<file path="config.mk">
export PLATFORM = sky130hd
export DESIGN_NAME = clk_freq_divider
export DESIGN_NICKNAME = d
export VERILOG_FILES = /design/src/rtl/clk_freq_divider.sv
export SDC_FILE = /design/constraint.sdc
export NUM_CORES = 1
export LEC_CHECK = 0
export ABC_AREA = 0
export ABC_CLOCK_PERIOD_IN_PS = 2350
export BUFFER_PORTS_ARGS = -buffer_cell sky130_fd_sc_hd__buf_4
export CORE_UTILIZATION = 25
export DETAILED_ROUTE_END_ITERATION = 7
export SYNTH_ARGS = -nofsm -noshare
export SYNTH_HDL_FRONTEND = slang
export SYNTH_HIERARCHICAL = 1
export SYNTH_SLANG_ARGS = --single-unit
export TNS_END_PERCENT = 20
</file>
<file path="constraint.sdc">
create_clock -name clk_100MHz -period 2.35 [get_ports clk_100MHz]
set_clock_uncertainty 0.05 [all_clocks]
set_input_delay 0.47 -clock clk_100MHz [delete_from_list [all_inputs] [get_ports clk_100MHz]]
set_output_delay 0.47 -clock clk_100MHz [all_outputs]
set_load 0.005 [all_outputs]
</file>
<file path="src/rtl/clk_freq_divider.sv">
// Integer clock divider: free-running modulo-DIV counter feeding a registered
// ~50 % duty output. Includes a small checker that guards the counter range.

module clk_freq_divider_chk #(
    parameter int DIV   = 100,
    parameter int CNT_W = 7
) (
    input logic             clk_100MHz,
    input logic             rst,
    input logic [CNT_W-1:0] cnt
);
    localparam logic [CNT_W-1:0] LAST = CNT_W'(DIV - 1);

    // Counter must stay inside 0..DIV-1 whenever the divider is running
    always_ff @(posedge clk_100MHz) begin
        if (rst) begin
            assert (cnt <= LAST)
                else $error("clk_freq_divider: cnt %0d out of range", cnt);
        end
    end
endmodule

module clk_freq_divider #(
    parameter int DIV   = 100,
    parameter int CNT_W = 7
) (
    input  logic clk_100MHz,
    input  logic rst,
    output logic clk_1MHz
);
    localparam logic [CNT_W-1:0] LAST = CNT_W'(DIV - 1);
    localparam logic [CNT_W-1:0] HALF = CNT_W'(DIV / 2);

    if (DIV < 2 || (2 ** CNT_W) < DIV) begin : g_param_err
        $error("clk_freq_divider: illegal DIV=%0d / CNT_W=%0d", DIV, CNT_W);
    end

    logic [CNT_W-1:0] cnt_r;
    logic [CNT_W-1:0] cnt_next_s;

    // Next count: wraps silently at DIV-1
    always_comb begin
        cnt_next_s = cnt_r;
        if (cnt_r == LAST) begin
            cnt_next_s = {CNT_W{1'b0}};
        end else begin
            cnt_next_s = cnt_r + CNT_W'(1);
        end
    end

    // Counter and output flop; output is taken straight from the flop so it cannot glitch
    always_ff @(posedge clk_100MHz) begin
        if (!rst) begin
            cnt_r    <= {CNT_W{1'b0}};
            clk_1MHz <= 1'b0;
        end else begin
            cnt_r    <= cnt_next_s;
            clk_1MHz <= (cnt_next_s >= HALF);
        end
    end

    clk_freq_divider_chk #(.DIV(DIV), .CNT_W(CNT_W)) u_chk (
        .clk_100MHz (clk_100MHz),
        .rst        (rst),
        .cnt        (cnt_r)
    );
endmodule

</file>
==> out/results.tsv, run 1 <==
stage	metric	value	unit
finish	stdcell_count	62	
finish	layout.nets	53	
floorplanning	core	0.001383	sq mm
placement	hpwl	504.8	microns
global_routing	track_usage	8.903	%
placement	post-place-ws	540.6	ps
logic_synthesis	synth.ff_latch_count	8	
critical_path	path_cells	ha_1 -> nand3_2 -> or4_4 -> nand2_2 -> a2111oi_1 -> or2_1	
timing	min_period	1825	ps
critical_path	path_max_fanout	7	
power	power.density	626.3	mW/mm^2
floorplanning	die_w	41.64	microns
timing	setup_tns	0	ps
cts	clk_latency	260	ps
cts	cts_resized	0	
detailed_routing	firstDrtPassIters	4	
cts	clk_pin_slew_worst_paths	60	ps
logic_synthesis	ys_warn_count	6	
detailed_routing	drt_wl_total	658	microns
global_routing	grt_pass1_vias	278	
placement	dp_cells	59	
cts	clockRootBuffer	clkbuf_4	
logic_synthesis	yosys.area_share.simple	29.30	%
cts	numClockSinks	8	
logic_synthesis	ys_types	22	
global_routing	grt_max_degree	10	
logic_synthesis	syn_area	392.9	sq um
detailed_routing	drtIter0Drc	9	
detailed_routing	vias	305	
worst_hold_path	hold_class	in2reg	
outcome	outcome	finished, final reports clean	
cts	cts_tree	built	
cts	cts_buffers	3	
critical_path	required	2440	ps
finish	antenna_cells	0	
detailed_routing	vias_per_cell	4.919	
cts	cts_max_level	1	
finish	area_delta_synth_final	11.46	%
finish	nFillCells	135	
power	ir_drop	0.2391	mV
critical_path	critPathSlowestCell	or4_4	
floorplanning	dieArea	0.001734	sq mm
logic_synthesis	synthAdderAreaFrac	6.369	%
critical_path	slowest_delay	440	ps
cts	ctsHoldBuffers	0	
floorplanning	row_count	13	
detailed_routing	wire_per_inst	10.61	microns
detailed_routing	ant_nets	0	
logic_synthesis	synth_mux_area_share	0	%
finish	layout_common_cells	8 x dfxtp_1, 7 x nor2_1, 4 x nand3_1	
global_routing	grt_overflow	0	
floorplanning	initial_utilization	28.42	%
critical_path	critical_path.top_delay_family	simple AND/OR/NAND/NOR gates	
finish	drive_above_1_share	19.15	%
timing	hold_viol_final	0	
power	leakage	0.1569	nW
finish	final_common_cell	dfxtp_1	
critical_path	crit_path_end_kind	register	
cts	clk_path_buf_depth	2	
placement	place.gp.congestion	0.8128	
floorplanning	io_pins	3	
logic_synthesis	synthXorXnorAreaFrac	8.917	%
critical_path	worstSetupPathType	reg2reg	
critical_path	worstSetupStartpointType	register	
timing	max_freq	548.0	MHz
logic_synthesis	synth_top_family_by_area	simple AND/OR/NAND/NOR gates	
global_routing	grt_pass1_wl	1110	microns
timing	drv_slew	0	
timing	final-setup-viol-count	0	
critical_path	critPathArrivalTime	1920	ps
timing	worst_pin_slew	293.7	ps
finish	multiInputGateArea	217.7	sq um
timing	grt_setup_unrepaired	no	
cts	cts_setup_buffers	0	
floorplanning	fp.dieH	41.64	microns
finish	fin_area	437.9	sq um
detailed_routing	route.detailed.drc	0	
logic_synthesis	synth_compound_area_share	10.83	%
timing	maxSlewHeadroom	80.39	%
logic_synthesis	synthCells	43	
finish	seq_area	160.2	sq um
global_routing	antenna_found_initial	0	
logic_synthesis	avgSynthCellArea	9.137	sq um
critical_path	worst-path-buf-inv	0	
placement	portBuffers	2	
job	cap_violations	0	
logic_synthesis	ys_seq_area_share	40.76	%
timing	finalWorstSetupSlack	525.3	ps
placement	place_area	415.4	sq um
timing	finalCritPeriodShare	77.65	%
logic_synthesis	syn-num-nets	47	
[cell families (layout without fill, tap and decap cells)]
family	Yosys count	after routing
AOI/OAI and AO/OA	6	6
xor gates and xnor gates	4	4
adders and majority gates	2	2
buffers and inverters	2	6
DFF	8	8
and+or+nand+nor	21	21
[per-layer routing]
layer	global-route usage [%]	up-vias	share of wire [%]
met1	10.61	137	48
met5	0	-	0
met2	11.88	5	44
li1	-	159	-
met3	1.304	4	2.6
met4	11.61	0	4.4
[path summary, 6_finish.rpt]
| path | slack [ps] | start | to | cells after the start |
|---|---|---|---|---|
| max | 530 | cnt_r[0]$_SDFF_PN0_ | clk_1MHz$_SDFF_PN0_ | 6 |
| min | 420 | rst | cnt_r[1]$_SDFF_PN0_ | 2 |
| max reg2reg | 530 | cnt_r[0]$_SDFF_PN0_ | clk_1MHz$_SDFF_PN0_ | 6 |
| min reg2reg | 440 | cnt_r[0]$_SDFF_PN0_ | cnt_r[0]$_SDFF_PN0_ | 1 |
[registers in the layout (all words and copies together) (netlist names)]
name	count
cnt_r	7
clk_1MHz	1
[cells in the mapped netlist]
cell	instances	area share (%)
or4_4	1	2.9
a41oi_1	1	2.2
nand3_2	1	2.5
buf_6	1	2.9
nor2_1	7	6.7
a2111oi_1	1	2.5
a21oi_1	2	2.5
nor2b_1	2	3.2
nand2_1	1	0.95
nand3_1	4	5.1
and2_1	1	1.6
o21ai_0	1	1.3
nor3_1	1	1.3
inv_1	1	0.95
xnor2_1	3	6.7
o221ai_1	1	2.2
ha_1	2	6.4
or2_1	1	1.6
xor2_1	1	2.2
dfxtp_1	8	41
and2_2	1	1.9
nand2_2	1	1.6
[report_power, final]
group / internal (mW) / switching [mW] / leakage [nW]
combinational: 0.0105 / 0.0110 / 0.0780
clock: 0.0585 / 0.0479 / 0.0138
sequential: 0.140 / 0.00620 / 0.0651
[through the flow]
| step | hold slack [ps] | utilization, % | power (mW) |
|---|---|---|---|
| 4_1_cts | 415.5 | 31.67 | 0.2773 |
| 6_report | 415.2 | 31.67 | 0.2743 |
| 3_5_place_dp | 432.0 | 30.05 | 0.1710 |
| 5_1_grt | 430.1 | 31.67 | 0.2859 |
| 3_3_place_gp | 416.9 | 30.05 | 0.1704 |
| 2_1_floorplan | 394.9 | - | 0.1667 |
[layout make-up]
type	instances	area share [%]
multi-input combinational	33	49.71
sequential	8	36.57
clock buffer	3	5.143
tap	15	4.286
timing repair buffer	2	3.429
inverter	1	0.8571
Power figures use the tool's default switching activity.
==> run 2, diff against run 1 <==
--- a/config.mk
+++ b/config.mk
@@ -6,7 +6,7 @@
 export NUM_CORES = 1
 export LEC_CHECK = 0
 export ABC_AREA = 0
-export ABC_CLOCK_PERIOD_IN_PS = 2350
+export ABC_CLOCK_PERIOD_IN_PS = 1500
 export BUFFER_PORTS_ARGS = -buffer_cell sky130_fd_sc_hd__buf_4
 export CORE_UTILIZATION = 25
 export DETAILED_ROUTE_END_ITERATION = 7
==> constraint.sdc (replaced) <==
create_clock -name clk_100MHz -period 1.5 [get_ports clk_100MHz]
set_clock_uncertainty 0.05 [all_clocks]
set_input_delay 0.3 -clock clk_100MHz [delete_from_list [all_inputs] [get_ports clk_100MHz]]
set_output_delay 0.3 -clock clk_100MHz [all_outputs]
set_load 0.005 [all_outputs]
==> run 2 against run 1 <==
Net effect: the flow now finishes with violations (setup timing); critical path type unchanged; sequential power grew 56%; die area is the same; critical endpoint unchanged; critical path depth is the same; clock power grew 68%; count of clock-buffer cells in the layout grew 1; combinational power grew to 2.9 times the previous value; sequential cell count is the same; non-clock buffer count grew 8; hold slack lost 190 ps; global-route usage grew 1.1 points; largest power group unchanged; via count grew 13%.
==> out/results.tsv, run 2 (same netlist as run 1, synthesis figures left out) <==
stage	metric	value	unit
critical_path	required	1590	ps
finish	layout_common_cells	9 x buf_4, 7 x nor2_1, 6 x dfxtp_1	
cts	cts_max_level	1	
timing	finalCritPeriodShare	104.8	%
critical_path	path_cells	ha_4 -> nand3_2 -> or4_4 -> o221ai_2 -> a2111oi_2 -> or2_1	
detailed_routing	drtIter0Drc	13	
detailed_routing	vias_per_cell	4.845	
placement	place.gp.congestion	0.8007	
floorplanning	fp.dieH	41.64	microns
global_routing	met1_usage	12.30	%
placement	hpwl	540.4	microns
cts	clk_path_buf_depth	2	
critical_path	critPathSlowestCell	or4_4	
global_routing	top_usage_layer	met2	
floorplanning	io_pins	3	
detailed_routing	wire_per_inst	10.92	microns
finish	layout.nets	61	
cts	cts_buffers	3	
global_routing	grt_use_met3	2.609	%
finish	antenna_cells	0	
finish	largest-register	cnt_r	
outcome	outcome	complete, but fails checks	
cts	cts_tree	built	
global_routing	grt_pass1_wl	1311	microns
critical_path	worstSetupStartpointType	register	
cts	clk_latency	260	ps
power	power.density	871.3	mW/mm^2
global_routing	grt_max_degree	8	
critical_path	worst-path-buf-inv	0	
critical_path	critPathArrivalTime	1660	ps
detailed_routing	vias	344	
finish	final_common_cell	buf_4	
cts	clk_pin_slew_worst_paths	60	ps
detailed_routing	firstDrtPassIters	4	
critical_path	worstSetupPathType	reg2reg	
critical_path	crit_path_end_kind	register	
global_routing	grt_use_met2	14.69	%
detailed_routing	ant_nets	0	
timing	drv_slew	0	
detailed_routing	drt_wl_total	775	microns
cts	ctsHoldBuffers	0	
global_routing	grt_pass1_vias	320	
finish	drive_above_1_share	41.07	%
detailed_routing	route.detailed.drc	0	
timing	finalWorstSetupSlack	-72.12	ps
timing	max_freq	636.1	MHz
global_routing	grt_overflow	0	
timing	min_period	1572	ps
placement	place_area	493.0	sq um
finish	top_regs	cnt_r x7, clk_1MHz x1	
worst_hold_path	hold_class	in2reg	
timing	timing.hold.ws	229.1	ps
finish	fin_area	538.0	sq um
floorplanning	core	0.001383	sq mm
critical_path	critical_path.top_delay_family	simple AND/OR/NAND/NOR gates	
cts	clockRootBuffer	clkbuf_4	
timing	final-setup-viol-count	1	
finish	area_delta_synth_final	36.94	%
cts	numClockSinks	8	
cts	cts_setup_buffers	0	
global_routing	antenna_found_initial	0	
power	ir_drop	0.3136	mV
timing	hold_viol_final	0	
timing	worst_pin_slew	273.0	ps
floorplanning	row_count	13	
critical_path	slowest_delay	430	ps
global_routing	track_usage	10.01	%
floorplanning	dieArea	0.001734	sq mm
placement	portBuffers	2	
critical_path	path_max_fanout	4	
power	leakage	0.2017	nW
job	cap_violations	0	
outcome	failed_checks	setup timing	
floorplanning	initial_utilization	28.42	%
floorplanning	die_w	41.64	microns
timing	maxSlewHeadroom	81.67	%
timing	grt_setup_unrepaired	yes	
finish	largest_reg_flops	7	
[run 2: per-stage QoR]
stage | std cells | setup slack (ps) | power, mW | util [%] | TNS [ps]
floorplan | 43 | -31.96 | 0.2653 | - | -31.96
global placement | 67 | -53.30 | 0.2864 | 35.66 | -53.30
detailed placement | 67 | -54.82 | 0.2873 | 35.66 | -54.82
CTS | 71 | -79.31 | 0.4728 | 38.64 | -79.31
global route | 71 | -138.8 | 0.4983 | 38.91 | -138.8
finish | 71 | -72.12 | 0.4688 | 38.91 | -72.12
[run 2: what timing repair did]
item,CTS,global route
pin swaps,4,0
setup endpoints to repair,1,3
resized for setup,3,1
[run 2: worst reg2reg max path, stage by stage, from the launching register on]
cell and delay (ps):
dfxtp_4 360, ha_4 140, nand3_2 70, or4_4 430, o221ai_2 90, a2111oi_2 90, or2_1 220
[run 2: where the power goes]
group          internal, mW  switching [mW]
combinational        0.0327          0.0296
clock                 0.102          0.0763
sequential            0.220         0.00837
[run 2: final timing paths]
kind / cells past startpoint / from / to / slack [ps]
max: 6 / cnt_r[0]$_SDFF_PN0_ / clk_1MHz$_SDFF_PN0_ / -70
min: 2 / rst / cnt_r[3]$_SDFF_PN0_ / 230
max reg2reg: 6 / cnt_r[0]$_SDFF_PN0_ / clk_1MHz$_SDFF_PN0_ / -70
min reg2reg: 2 / cnt_r[0]$_SDFF_PN0_ / cnt_r[0]$_SDFF_PN0_ / 500
[run 2: final cells by class]
| cell class | count | area (sq um) |
|---|---|---|
| inverters | 1 | 3.754 |
| well taps | 15 | 18.77 |
| repair buffers | 10 | 78.83 |
| clock buffers | 4 | 26.28 |
| fillers | 143 | 844.6 |
| flip-flops and latches | 8 | 165.2 |
| multi-input cells | 33 | 245.2 |
[run 2: routing by layer]
layer | part of all wire [%] | routed length [microns]
met3 | 1.7 | 13
met4 | 0.90 | 7
met5 | 0 | 0
met1 | 50 | 386
met2 | 47 | 367
==> run 3, diff against run 2 <==
--- a/config.mk
+++ b/config.mk
@@ -9,6 +9,7 @@
 export ABC_CLOCK_PERIOD_IN_PS = 1500
 export BUFFER_PORTS_ARGS = -buffer_cell sky130_fd_sc_hd__buf_4
 export CORE_UTILIZATION = 25
+export CTS_BUF_LIST = sky130_fd_sc_hd__clkbuf_16
 export DETAILED_ROUTE_END_ITERATION = 7
 export SYNTH_ARGS = -nofsm -noshare
 export SYNTH_HDL_FRONTEND = slang
==> run 3 against run 2 <==
Net effect: the run still ends with setup timing left; clock power rose to 2.5 times the previous value; non-clock buffer count stayed put; hold slack gained 32 ps; maximum frequency decreased by 0.83%; register-to-register slack about the same; wire length is 7.9% higher; sequential share of layout area down 2.4 points; cell area up 8.4%; power grew 58%; sequential cell count unchanged; critical path type unchanged; critical endpoint unchanged; highest routed layer unchanged.
==> out/results.tsv, run 3 (same netlist as run 1, synthesis figures left out) <==
stage	metric	value	unit
critical_path	required	1570	ps
global_routing	grt_use_met3	2.609	%
global_routing	track_usage	10.64	%
finish	top_regs	cnt_r x7, clk_1MHz x1	
critical_path	worstSetupStartpointType	register	
timing	min_period	1585	ps
cts	cts_buffers	3	
detailed_routing	wire_per_inst	11.77	microns
finish	largest_reg_flops	7	
floorplanning	fp.dieH	41.64	microns
power	seq_power_share	31.1	%
timing	finalCritPeriodShare	105.7	%
global_routing	grt_use_met2	16.88	%
finish	area_delta_synth_final	48.41	%
timing	hold_viol_final	0	
detailed_routing	vias	359	
detailed_routing	route.detailed.drc	0	
power	intPower	0.5999	mW
cts	clockRootBuffer	clkbuf_16	
finish	largest-register	cnt_r	
power	ir_drop	0.6571	mV
outcome	outcome	complete, but fails checks	
finish	seq_area	165.2	sq um
outcome	failed_checks	setup timing	
detailed_routing	firstDrtPassIters	4	
critical_path	ff2ff_path_depth	6	
placement	hpwl	540.4	microns
placement	dp_cells	67	
job	cap_violations	0	
global_routing	top_usage_layer	met2	
critical_path	worstSetupPathType	reg2reg	
timing	timing.hold.ws	261.5	ps
worst_hold_path	hold_depth	2	
finish	multiInputGateArea	241.5	sq um
finish	stdcell_count	71	
timing	worst_pin_slew	322.2	ps
timing	finalWorstSetupSlack	-85.31	ps
floorplanning	initial_utilization	28.42	%
floorplanning	die_w	41.64	microns
critical_path	rr_startpoint	cnt_r[0]$_SDFF_PN0_	
placement	portBuffers	2	
global_routing	grt_pass1_vias	328	
timing	grt_setup_unrepaired	yes	
placement	post-place-ws	-54.82	ps
power	comb_power_share	8.0	%
worst_hold_path	holdCritStartpoint	rst	
floorplanning	row_count	13	
finish	drive_above_1_share	39.29	%
global_routing	antenna_found_initial	0	
global_routing	met1_usage	13.10	%
critical_path	path_max_fanout	4	
floorplanning	core	0.001383	sq mm
timing	final-setup-viol-count	1	
cts	cts_tree	built	
critical_path	critPathArrivalTime	1650	ps
cts	clk_pin_slew_worst_paths	40	ps
worst_hold_path	hold_end	cnt_r[3]$_SDFF_PN0_	
cts	cts_setup_buffers	0	
power	leakage	0.2283	nW
finish	final_common_cell	buf_4	
cts	ctsHoldBuffers	0	
global_routing	grt_overflow	0	
detailed_routing	drtIter0Drc	6	
power	power.switching	0.1392	mW
detailed_routing	drt_wl_total	836	microns
worst_hold_path	hold_class	in2reg	
detailed_routing	vias_per_cell	5.056	
cts	numClockSinks	8	
cts	clk_path_buf_depth	2	
timing	drv_slew	0	
timing	max_freq	630.8	MHz
finish	layout_common_cells	10 x buf_4, 7 x nor2_1, 6 x dfxtp_1	
power	sw_frac_of_total	18.84	%
finish	antenna_cells	0	
cts	cts_max_level	1	
detailed_routing	ant_nets	0	
global_routing	grt_max_degree	8	
timing	maxSlewHeadroom	78.47	%
power	power.density	1268	mW/mm^2
critical_path	r2r-end	clk_1MHz$_SDFF_PN0_	
global_routing	grt_pass1_wl	1407	microns
finish	nFillCells	140	
floorplanning	io_pins	3	
critical_path	crit_path_end_kind	register	
critical_path	r2r_slack	-90	ps
finish	layout.nets	61	
placement	place.gp.congestion	0.8007	
power	clkPwrFrac	60.9	%
floorplanning	dieArea	0.001734	sq mm
cts	clk_latency	230	ps
==> run 3: cell count changes in the layout (fill, tap and decap cells not counted) <==
cell       before  now
clkbuf_16       0    3
clkbuf_4        3    0
a2111oi_1       0    1
a2111oi_2       1    0
and2_2          1    0
and2_4          0    1
buf_4           9   10
buf_6           1    0
clkbuf_1        1    0
inv_1           1    2
==> run 3: how the worst max path moves through the flow <==
stage,from,to,slack (ps),depth (start not counted)
after floorplan,cnt_r[1]$_SDFF_PN0_,clk_1MHz$_SDFF_PN0_,-30,6
after global placement,cnt_r[1]$_SDFF_PN0_,clk_1MHz$_SDFF_PN0_,-50,6
after detailed placement,cnt_r[1]$_SDFF_PN0_,clk_1MHz$_SDFF_PN0_,-50,6
after CTS,cnt_r[0]$_SDFF_PN0_,clk_1MHz$_SDFF_PN0_,-60,6
after global routing,cnt_r[0]$_SDFF_PN0_,clk_1MHz$_SDFF_PN0_,-120,6
final,cnt_r[0]$_SDFF_PN0_,clk_1MHz$_SDFF_PN0_,-90,6
==> run 3: layer usage <==
layer	share of wire, %	up-vias	wire length, microns
met5	0	-	0
met4	0.72	0	6
met3	5.4	2	45
met2	47	13	391
met1	47	167	392
li1	-	177	-
==> run 3: worst max-delay path: stages, from the launching register on <==
cell and delay, ps:
dfxtp_4 350, ha_4 150, nand3_2 70, or4_4 440, o221ai_2 80, a2111oi_1 100
or2_1 220
==> run 3: through the flow <==
step	area (sq um)	TNS, ps	utilization (%)	power [mW]
floorplan	410.4	-31.96	-	0.2653
global placement	493.0	-53.30	35.66	0.2864
detailed placement	493.0	-54.82	35.66	0.2873
CTS	583.1	-57.74	42.17	0.7481
global route	583.1	-120.7	42.17	0.7682
finish	583.1	-85.31	42.17	0.7391
==> run 3: timing repair <==
item                       4_1_cts  5_1_grt
pin swaps                        5        0
resized for setup                3        0
setup endpoints to repair        1        1
==> run 3: area by class of cell <==
type                    instances  share of cell area, %
clock inverters                 1                 0.6438
repair buffers                 10                  12.88
multi-input cells              33                  41.42
well taps                      15                  3.219
inverters                       1                 0.6438
clock buffers                   3                  12.88
flip-flops and latches          8                  28.33
==> run 3: power by group through the flow <==
stage	Clock (mW)	Sequential, mW	Combinational (mW)
after floorplan	0	0.232	0.0334
after global placement	0	0.233	0.0537
after detailed placement	0	0.233	0.0545
after CTS	0.460	0.230	0.0585
after global routing	0.472	0.230	0.0653
final	0.450	0.230	0.0594
